`src/rtl/bf16_fx_normalizer.sv`:
```
// rtl/bf16_fx_normalizer.sv - signed fixed-point sum plus block exponent to BF16, one normalize bit per cycle
module bf16_fx_normalizer #(
  parameter int SUM_W     = 17,
  parameter int FRAC_BITS = 12
) (
  input  logic             clk,
  input  logic             rst_n,
  input  logic             in_valid,
  output logic             in_ready,
  input  logic [SUM_W-1:0] in_sum,
  input  logic [7:0]       in_exp,
  output logic             out_valid,
  input  logic             out_ready,
  output logic [15:0]      out_bf16
);

  // Shift count never exceeds SUM_W-1, so clog2(SUM_W) bits always suffice.
  localparam int CNT_W = $clog2(SUM_W);
  localparam logic [CNT_W-1:0] CNT_ONE = {{(CNT_W-1){1'b0}}, 1'b1};
  localparam logic [SUM_W-1:0] SUM_ONE = {{(SUM_W-1){1'b0}}, 1'b1};
  // Exponent offset of the MSB position relative to the fixed-point scale.
  localparam logic [9:0] E_OFS = 10'(SUM_W - 1 - FRAC_BITS);

  typedef enum logic [1:0] {IDLE, NORM, ROUND, OUT} state_t;

  state_t           state_q, state_d;
  logic             sign_q, sign_d;
  logic [SUM_W-1:0] mag_q, mag_d;
  logic [7:0]       exp_q, exp_d;
  logic [CNT_W-1:0] shift_q, shift_d;
  logic [15:0]      bf16_q, bf16_d;
  logic             in_ready_q, out_valid_q;

  logic [SUM_W-1:0] abs_sum;
  logic [6:0]       m_raw, m_rnd;
  logic             g_bit, s_bit, rnd_inc;
  logic [9:0]       e_raw, e_rnd;
  logic [15:0]      round_word;

  // Magnitude of the incoming sum; the most negative value maps to 2^(SUM_W-1) exactly.
  always_comb begin
    abs_sum = in_sum;
    if (in_sum[SUM_W-1]) begin
      abs_sum = (~in_sum) + SUM_ONE;
    end
  end

  // Round-to-nearest-even on the normalized magnitude, then exponent saturation.
  always_comb begin
    m_raw   = mag_q[SUM_W-2 -: 7];
    g_bit   = mag_q[SUM_W-9];
    s_bit   = |mag_q[SUM_W-10:0];
    rnd_inc = g_bit & (s_bit | m_raw[0]);
    e_raw   = {2'b00, exp_q} + E_OFS - 10'(shift_q);
    m_rnd   = m_raw;
    e_rnd   = e_raw;
    if (rnd_inc) begin
      if (m_raw == 7'h7F) begin
        m_rnd = 7'h00;
        e_rnd = e_raw + 10'd1;
      end else begin
        m_rnd = m_raw + 7'd1;
      end
    end
    if ($signed(e_rnd) >= $signed(10'sd255)) begin
      round_word = {sign_q, 8'hFF, 7'h00};
    end else if ($signed(e_rnd) <= $signed(10'sd0)) begin
      round_word = {sign_q, 8'h00, 7'h00};
    end else begin
      round_word = {sign_q, e_rnd[7:0], m_rnd};
    end
  end

  // Next-state and datapath updates for the accept / normalize / round / output sequence.
  always_comb begin
    state_d = state_q;
    sign_d  = sign_q;
    mag_d   = mag_q;
    exp_d   = exp_q;
    shift_d = shift_q;
    bf16_d  = bf16_q;
    case (state_q)
      IDLE: begin
        if (in_valid) begin
          sign_d  = in_sum[SUM_W-1];
          mag_d   = abs_sum;
          exp_d   = in_exp;
          shift_d = '0;
          if (in_sum == '0) begin
            bf16_d  = 16'h0000;
            state_d = OUT;
          end else begin
            state_d = NORM;
          end
        end
      end
      NORM: begin
        if (mag_q[SUM_W-1]) begin
          state_d = ROUND;
        end else begin
          mag_d   = mag_q << 1;
          shift_d = shift_q + CNT_ONE;
        end
      end
      ROUND: begin
        bf16_d  = round_word;
        state_d = OUT;
      end
      OUT: begin
        if (out_ready) begin
          state_d = IDLE;
        end
      end
      default: state_d = IDLE;
    endcase
  end

  // State and datapath registers; handshake outputs are registered from the next state.
  always_ff @(posedge clk or negedge rst_n) begin
    if (!rst_n) begin
      state_q     <= IDLE;
      sign_q      <= 1'b0;
      mag_q       <= '0;
      exp_q       <= 8'h00;
      shift_q     <= '0;
      bf16_q      <= 16'h0000;
      in_ready_q  <= 1'b1;
      out_valid_q <= 1'b0;
    end else begin
      state_q     <= state_d;
      sign_q      <= sign_d;
      mag_q       <= mag_d;
      exp_q       <= exp_d;
      shift_q     <= shift_d;
      bf16_q      <= bf16_d;
      in_ready_q  <= (state_d == IDLE);
      out_valid_q <= (state_d == OUT);
    end
  end

  assign in_ready  = in_ready_q;
  assign out_valid = out_valid_q;
  assign out_bf16  = bf16_q;

endmodule
```
`config.mk`:
```
export PLATFORM = sky130hd
export DESIGN_NAME = bf16_fx_normalizer
export DESIGN_NICKNAME = d
export VERILOG_FILES = /design/src/rtl/bf16_fx_normalizer.sv
export SDC_FILE = /design/constraint.sdc
export NUM_CORES = 1
export LEC_CHECK = 0
export ABC_AREA = 1
export CORE_AREA = 10 10 94 96
export CTS_BUF_LIST = sky130_fd_sc_hd__clkbuf_4 sky130_fd_sc_hd__clkbuf_8
export DETAILED_ROUTE_END_ITERATION = 6
export DIE_AREA = 0 0 104 106
export PLACE_DENSITY = 0.77
export SYNTH_ARGS = -nofsm -noshare
export SYNTH_HDL_FRONTEND = slang
export SYNTH_SLANG_ARGS = --single-unit
```
`constraint.sdc`:
```
create_clock -name clk -period 3.2 [get_ports clk]
set_input_delay 0.64 -clock clk [delete_from_list [all_inputs] [get_ports clk]]
set_output_delay 0.64 -clock clk [all_outputs]
set_load 0.005 [all_outputs]
```
* Word level (Yosys, flattened, before mapping) *
Index checks and enable logic that the tools add are counted.

storage, ports and cells
  flip-flop bits (word level) = 51
  bits of input ports = 29
  output and inout port bits = 18
  logic and storage cells = 59

cells by class
  $add $sub $neg = 6
  $lt $le $gt $ge = 2
  eq/ne operators = 8
  muxes and demuxes = 21
  bitwise operators = 3
  reductions and logical operators = 10

operator list
  cell                                                                                  number
  17-bit 2-to-1 mux                                                                     3
  17-bit case mux with 2 select lines                                                   1
  16-bit 2-to-1 mux                                                                     2
  16-bit case mux with 2 select lines                                                   1
  15-bit 2-to-1 mux                                                                     2
  10-bit 2-to-1 mux                                                                     2
  17-bit by 1-bit adder with 17-bit output, second input constant                       1
  17-bit logical NOT                                                                    1
  17-bit NOT                                                                            1
  7-bit 2-to-1 mux                                                                      2
  10-bit by 1-bit adder with 10-bit output, second input constant                       1
  10-bit by 9-bit greater-or-equal comparator with 1-bit output, second input constant  1
  10-bit by 1-bit <= comparator with 1-bit output, second input constant                1
  5-bit 2-to-1 mux                                                                      2
  5-bit case mux with 2 select lines                                                    1
  9-bit by 5-bit subtractor with 10-bit output                                          1
  8-bit by 3-bit adder with 9-bit output, second input constant                         1
  2-bit 2-to-1 mux                                                                      4
  2-bit case mux with 4 select lines                                                    1
  8-bit OR reduction                                                                    1
  7-bit by 1-bit adder with 7-bit output, second input constant                         1
  7-bit equality test, second input constant                                            1
  2-bit equality test, second input constant                                            3
  2-bit inequality test, second input constant                                          3
  8 further kinds                                                                       12

* Depth between registers and ports, before layout *
  depth in word-level cells = 9
  depth in mapped cells = 21
  depth with buffers taken out = 21

* Worst setup path before layout *
No wires, ideal clock.

  path type = reg2reg
  from = register shift_q[1]
  to = register bf16_q[2] (netlist: out_bf16[2])
  setup time = 0.117 ns
  data arrival time = 2.564 ns
  data required time = 3.083 ns
  setup slack = 0.519 ns
  cell stages (with the launch flop) = 18
  buffers on the path = 0
  clock period less this slack = 2.681 ns
  cell sequence = dfrtp_1 inv_1 ha_1 ha_1 fa_1 nand3_1 nor2_4 nand3_2 nor2_4 nand2_1 nand2_1 nand2_1 nor2_2 nand2_4 nand2_4 nor2_1 nand3_1 nand2_1

between the ends
  cells in the longest elaborated chain, start to end = 8
  elaborated cells on any way between the ends = 9
  those cells by class = 2 x add/sub; 2 x order compare; 5 x mux

RTL lines
  element                                           line  text
  start: declaration                                30    logic [CNT_W-1:0] shift_q, shift_d;
  start signal: assignment                          134   shift_q <= shift_d;
  9-bit by 5-bit subtractor with 10-bit output (*)  54    e_raw = {2'b00, exp_q} + E_OFS - 10'(shift_q);
  10-bit by 1-bit adder with 10-bit output          60    e_rnd = e_raw + 10'd1;
  10-bit 2-to-1 mux                                 58    if (m_raw == 7'h7F) begin
  10-bit 2-to-1 mux (*)                             57    if (rnd_inc) begin
  10-bit by 1-bit <= comparator with 1-bit output   67    end else if ($signed(e_rnd) <= $signed(10'sd0)) begin
  15-bit 2-to-1 mux                                 67
  15-bit 2-to-1 mux (*)                             65    if ($signed(e_rnd) >= $signed(10'sd255)) begin
  16-bit case mux with 2 select lines (*)           82    case (state_q)
  end signal: assignment                            126   bf16_q <= 16'h0000;
  end signal: assignment                            135   bf16_q <= bf16_d;
  end: declaration                                  31    logic [15:0] bf16_q, bf16_d;

Mark *: on every way between the ends. The rest lies on a longest branch, timed or not.
A chain may end at the register's enable or synchronous reset.

* Worst setup path in the final report *
Ends and elaborated chain as after synthesis.

==> impl_metrics.py <==
metrics = {
    "grt": {
        "grt_pass1_vias": 3479,
        "antenna_found_initial": 0,
        "grt_first_pass_wirelength_um": 15300,
        "grt_max_degree": 52,
        "grt-ovfl-total": 0,
        "gr-usage-all-layers_pct": 15.8,
    },
    "clock_tree": {
        "cts_buffer_depth": 2,
        "ctsHoldBuffers": 0,
        "numCtsBuffers": 5,
        "clock_latency_ns": 0.30,
        "cts_tree": "yes",
        "cts-root-buf": "clkbuf_8",
        "post_cts_resize_count": 0,
        "clkSinkCount": 51,
        "ctsHtreeMaxLevel": 2,
        "cts_setup_buffers": 0,
        "path_clk_slew_ns": 0.09,
    },
    "timing": {
        "hold_viol": 0,
        "finalCriticalPeriod_ns": 2.94,
        "final_max_slew_viol_count": 0,
        "finalSetupTns_ns": 0,
        "tightest_slew_ns": 1.15,
        "finalClockSkew_ns": 0.00891,
        "clock.fmax_mhz": 340,
        "max_slew_margin_pct": 23.4,
        "rsz0062_at_grt": "false",
        "min_period_over_period_pct": 91.9,
        "finalSetupViolations": 0,
    },
    "worst_setup_path": {
        "required_ns": 3.44,
        "critical_path_class": "reg -> reg",
        "critical-path-max-stage-delay_ns": 0.42,
        "crit_path_end_kind": "flip-flop",
        "cp_common_cell": "nand3_1",
        "startpoint_type": "flip-flop",
        "critPathBufInv": 2,
        "critical-path-top-delay-family": "simple AND/OR/NAND/NOR gates",
        "cp_slowest_cell": "fa_1",
        "path_cells": "inv_1, ha_1, ha_1, fa_1, nand2_1, nand3_1, nand3_1, nand3_1, nand2_1, inv_1, nor3_1, nand3b_1, nand2_4, nand2_4, nor2_1, nand3_1, nand2_1",
        "cp_max_fo": 10,
        "arrival_ns": 3.18,
    },
    "die": {
        "io_pins": 47,
        "rows": 31,
        "die_height_um": 106,
        "start_util_pct": 52.4,
        "core_um2": 7060,
        "die_area_um2": 11000,
        "die_w_um": 104,
    },
    "synth": {
        "ys.flop_type": "dfrtp_1",
        "synth_top_cell_area_share_pct": 33.8,
        "synth-edff-count": 0,
        "syn-num-nets": 571,
        "syn_area_um2": 3700,
        "synth_seq_cells": 51,
        "async_flop_share_pct": 100,
        "netlist_instances": 523,
        "synth_top_family_by_area": "simple AND/OR/NAND/NOR gates",
        "syn_area_per_cell_um2": 7.07,
        "synth_compound_area_share_pct": 11.1,
        "synth_most_common_cell": "nand2_1",
        "synth_area_leaders": "dfrtp_1 (34%), nand2_1 (16%), inv_1 (6.9%)",
        "synthAdderAreaFrac_pct": 6.63,
        "ys_types": 41,
        "yosysWarnings": 0,
        "synth_top_area_cell": "dfrtp_1",
        "synthSimpleGateAreaFrac_pct": 36.6,
        "synth_common_cells": "nand2_1 (153), inv_1 (68), dfrtp_1 (50), nor2_1 (44), nand3_1 (43)",
        "synthMuxAreaShare_pct": 0,
        "synth_seq_area_share_pct": 34.5,
        "synthXorXnorAreaFrac_pct": 2.37,
    },
    "min_path": {
        "min_path_type": "reg -> reg",
    },
    "place": {
        "hpwl_um": 6840,
        "port_buffers": 46,
        "gp_congestion": 0.898,
    },
    "outcome": {
        "status": "finished clean",
    },
    "final_layout": {
        "diodes": 0,
        "seq_area_um2": 1280,
        "utilization_pct": 62.2,
        "drive_above_1_share_pct": 9.57,
        "multi_input_area_um2": 2100,
        "area_delta_synth_final_pct": 18.8,
        "fill_cells": 656,
        "final_nets": 622,
    },
    "routing": {
        "firstDrtPassIters": 4,
        "first_iter_violations": 134,
        "viasPerCell": 5.15,
        "wl_per_cell_um": 12.6,
        "drc_errors": 0,
        "dr_total_vias": 3473,
        "wirelength_um": 8460,
        "ant_nets": 0,
    },
    "power_and_ir_drop": {
        "netSwitchingFraction_pct": 51.3,
        "ir_drop_uv": 388,
        "p_seq_share_pct": 22.8,
        "power.leakage_uw": 0.00221,
        "p_int_uw": 2460,
        "p_per_area_nw_per_um2": 1150,
        "pwr-share-comb_pct": 69.3,
        "p_switching_uw": 2580,
        "clock_power_share_pct": 7.9,
    },
    "run": {
        "drv_cap": 0,
    },
}
logic make-up after synthesis:
logic type / count (synthesis)
AOI/OAI and AO/OA: 68
and+or+nand+nor: 289
DFF: 51
buffers and inverters: 86
adders and majority gates: 19
xor gates and xnor gates: 10
worst reg2reg max path: stages (launching register included):
cell and delay [ns]:
dfrtp_1 0.39, inv_1 0.07, ha_1 0.27, ha_1 0.24, fa_1 0.42, nand2_1 0.15, nand3_1 0.09, nand3_1 0.10
nand3_1 0.08, nand2_1 0.16, inv_1 0.08, nor3_1 0.14, nand3b_1 0.14, nand2_4 0.16, nand2_4 0.09, nor2_1 0.12
nand3_1 0.10, nand2_1 0.07
path summary, 6_finish.rpt:
path	to	from	cells past startpoint	slack, ns
setup / recovery	out_bf16[2]$_DFFE_PN0P_	shift_q[1]$_DFFE_PN0P_	17	0.26
hold reg to reg	out_bf16[7]$_DFFE_PN0P_	out_bf16[7]$_DFFE_PN0P_	2	0.48
setup reg to reg	out_bf16[2]$_DFFE_PN0P_	shift_q[1]$_DFFE_PN0P_	17	0.26
max in group asynchronous	out_bf16[6]$_DFFE_PN0P_	rst_n	1	1.94
min in group asynchronous	exp_q[6]$_DFFE_PN0P_	rst_n	1	0.55
hold / removal	out_bf16[7]$_DFFE_PN0P_	out_bf16[7]$_DFFE_PN0P_	2	0.48
registers in the layout, summed over array words and instances (netlist names):
signal	count
exp_q	8
in_ready	1
mag_q	17
out_bf16	16
out_valid	1
shift_q	5
sign_q	1
state_q	2
per-layer routing:
layer / part of all wire [%] / global-route usage (%)
met1: 46 / 18.5
met4: 0.39 / 3.28
met2: 50 / 29.3
met3: 3.1 / 2.78
met5: 0 / 0
through the flow:
stage	power, uW	cell area, um^2	setup WS, ns	hold slack (ns)	cells
6_report	5040	4390	0.259	0.482	674
2_1_floorplan	3770	3700	0.519	0.344	523
3_5_place_dp	4660	4300	0.277	0.464	666
3_3_place_gp	4560	4300	0.402	0.469	666
4_1_cts	5080	4390	0.267	0.489	674
5_1_grt	5640	4390	0.0102	0.502	674
area by class of cell:
cell class / count / share of cell area (%)
Inverter: 77 / 6.58
Clock buffer: 7 / 2.05
Tap cell: 99 / 2.82
Clock inverter: 1 / 0.199
Timing Repair Buffer: 53 / 11.6
Multi-Input combinational cell: 386 / 47.7
Sequential cell: 51 / 29.1
cells in the final DEF (no fill, tap or decap), types with 6 or more instances in the layout:
cell type and n:
ha_1 18, clkbuf_8 6, a21oi_1 24, nand3b_1 7, inv_2 7, nor2_1 44
xor2_1 10, dfrtp_1 50, nor3_1 7, nand2_4 6, o221ai_1 6, o21ai_0 18
nand2_1 153, inv_1 68, buf_4 7, nand3_1 43, clkdlybuf4s50_1 45
power by group through the flow:
stage               Sequential, uW  Clock, uW  Combinational (uW)
global route                  1190        433                4020
global placement              1150          0                3400
detailed placement            1160          0                3490
finish                        1150        400                3490
floorplan                     1130          0                2650
CTS                           1150        412                3520
(Power assumes the default switching activity.)
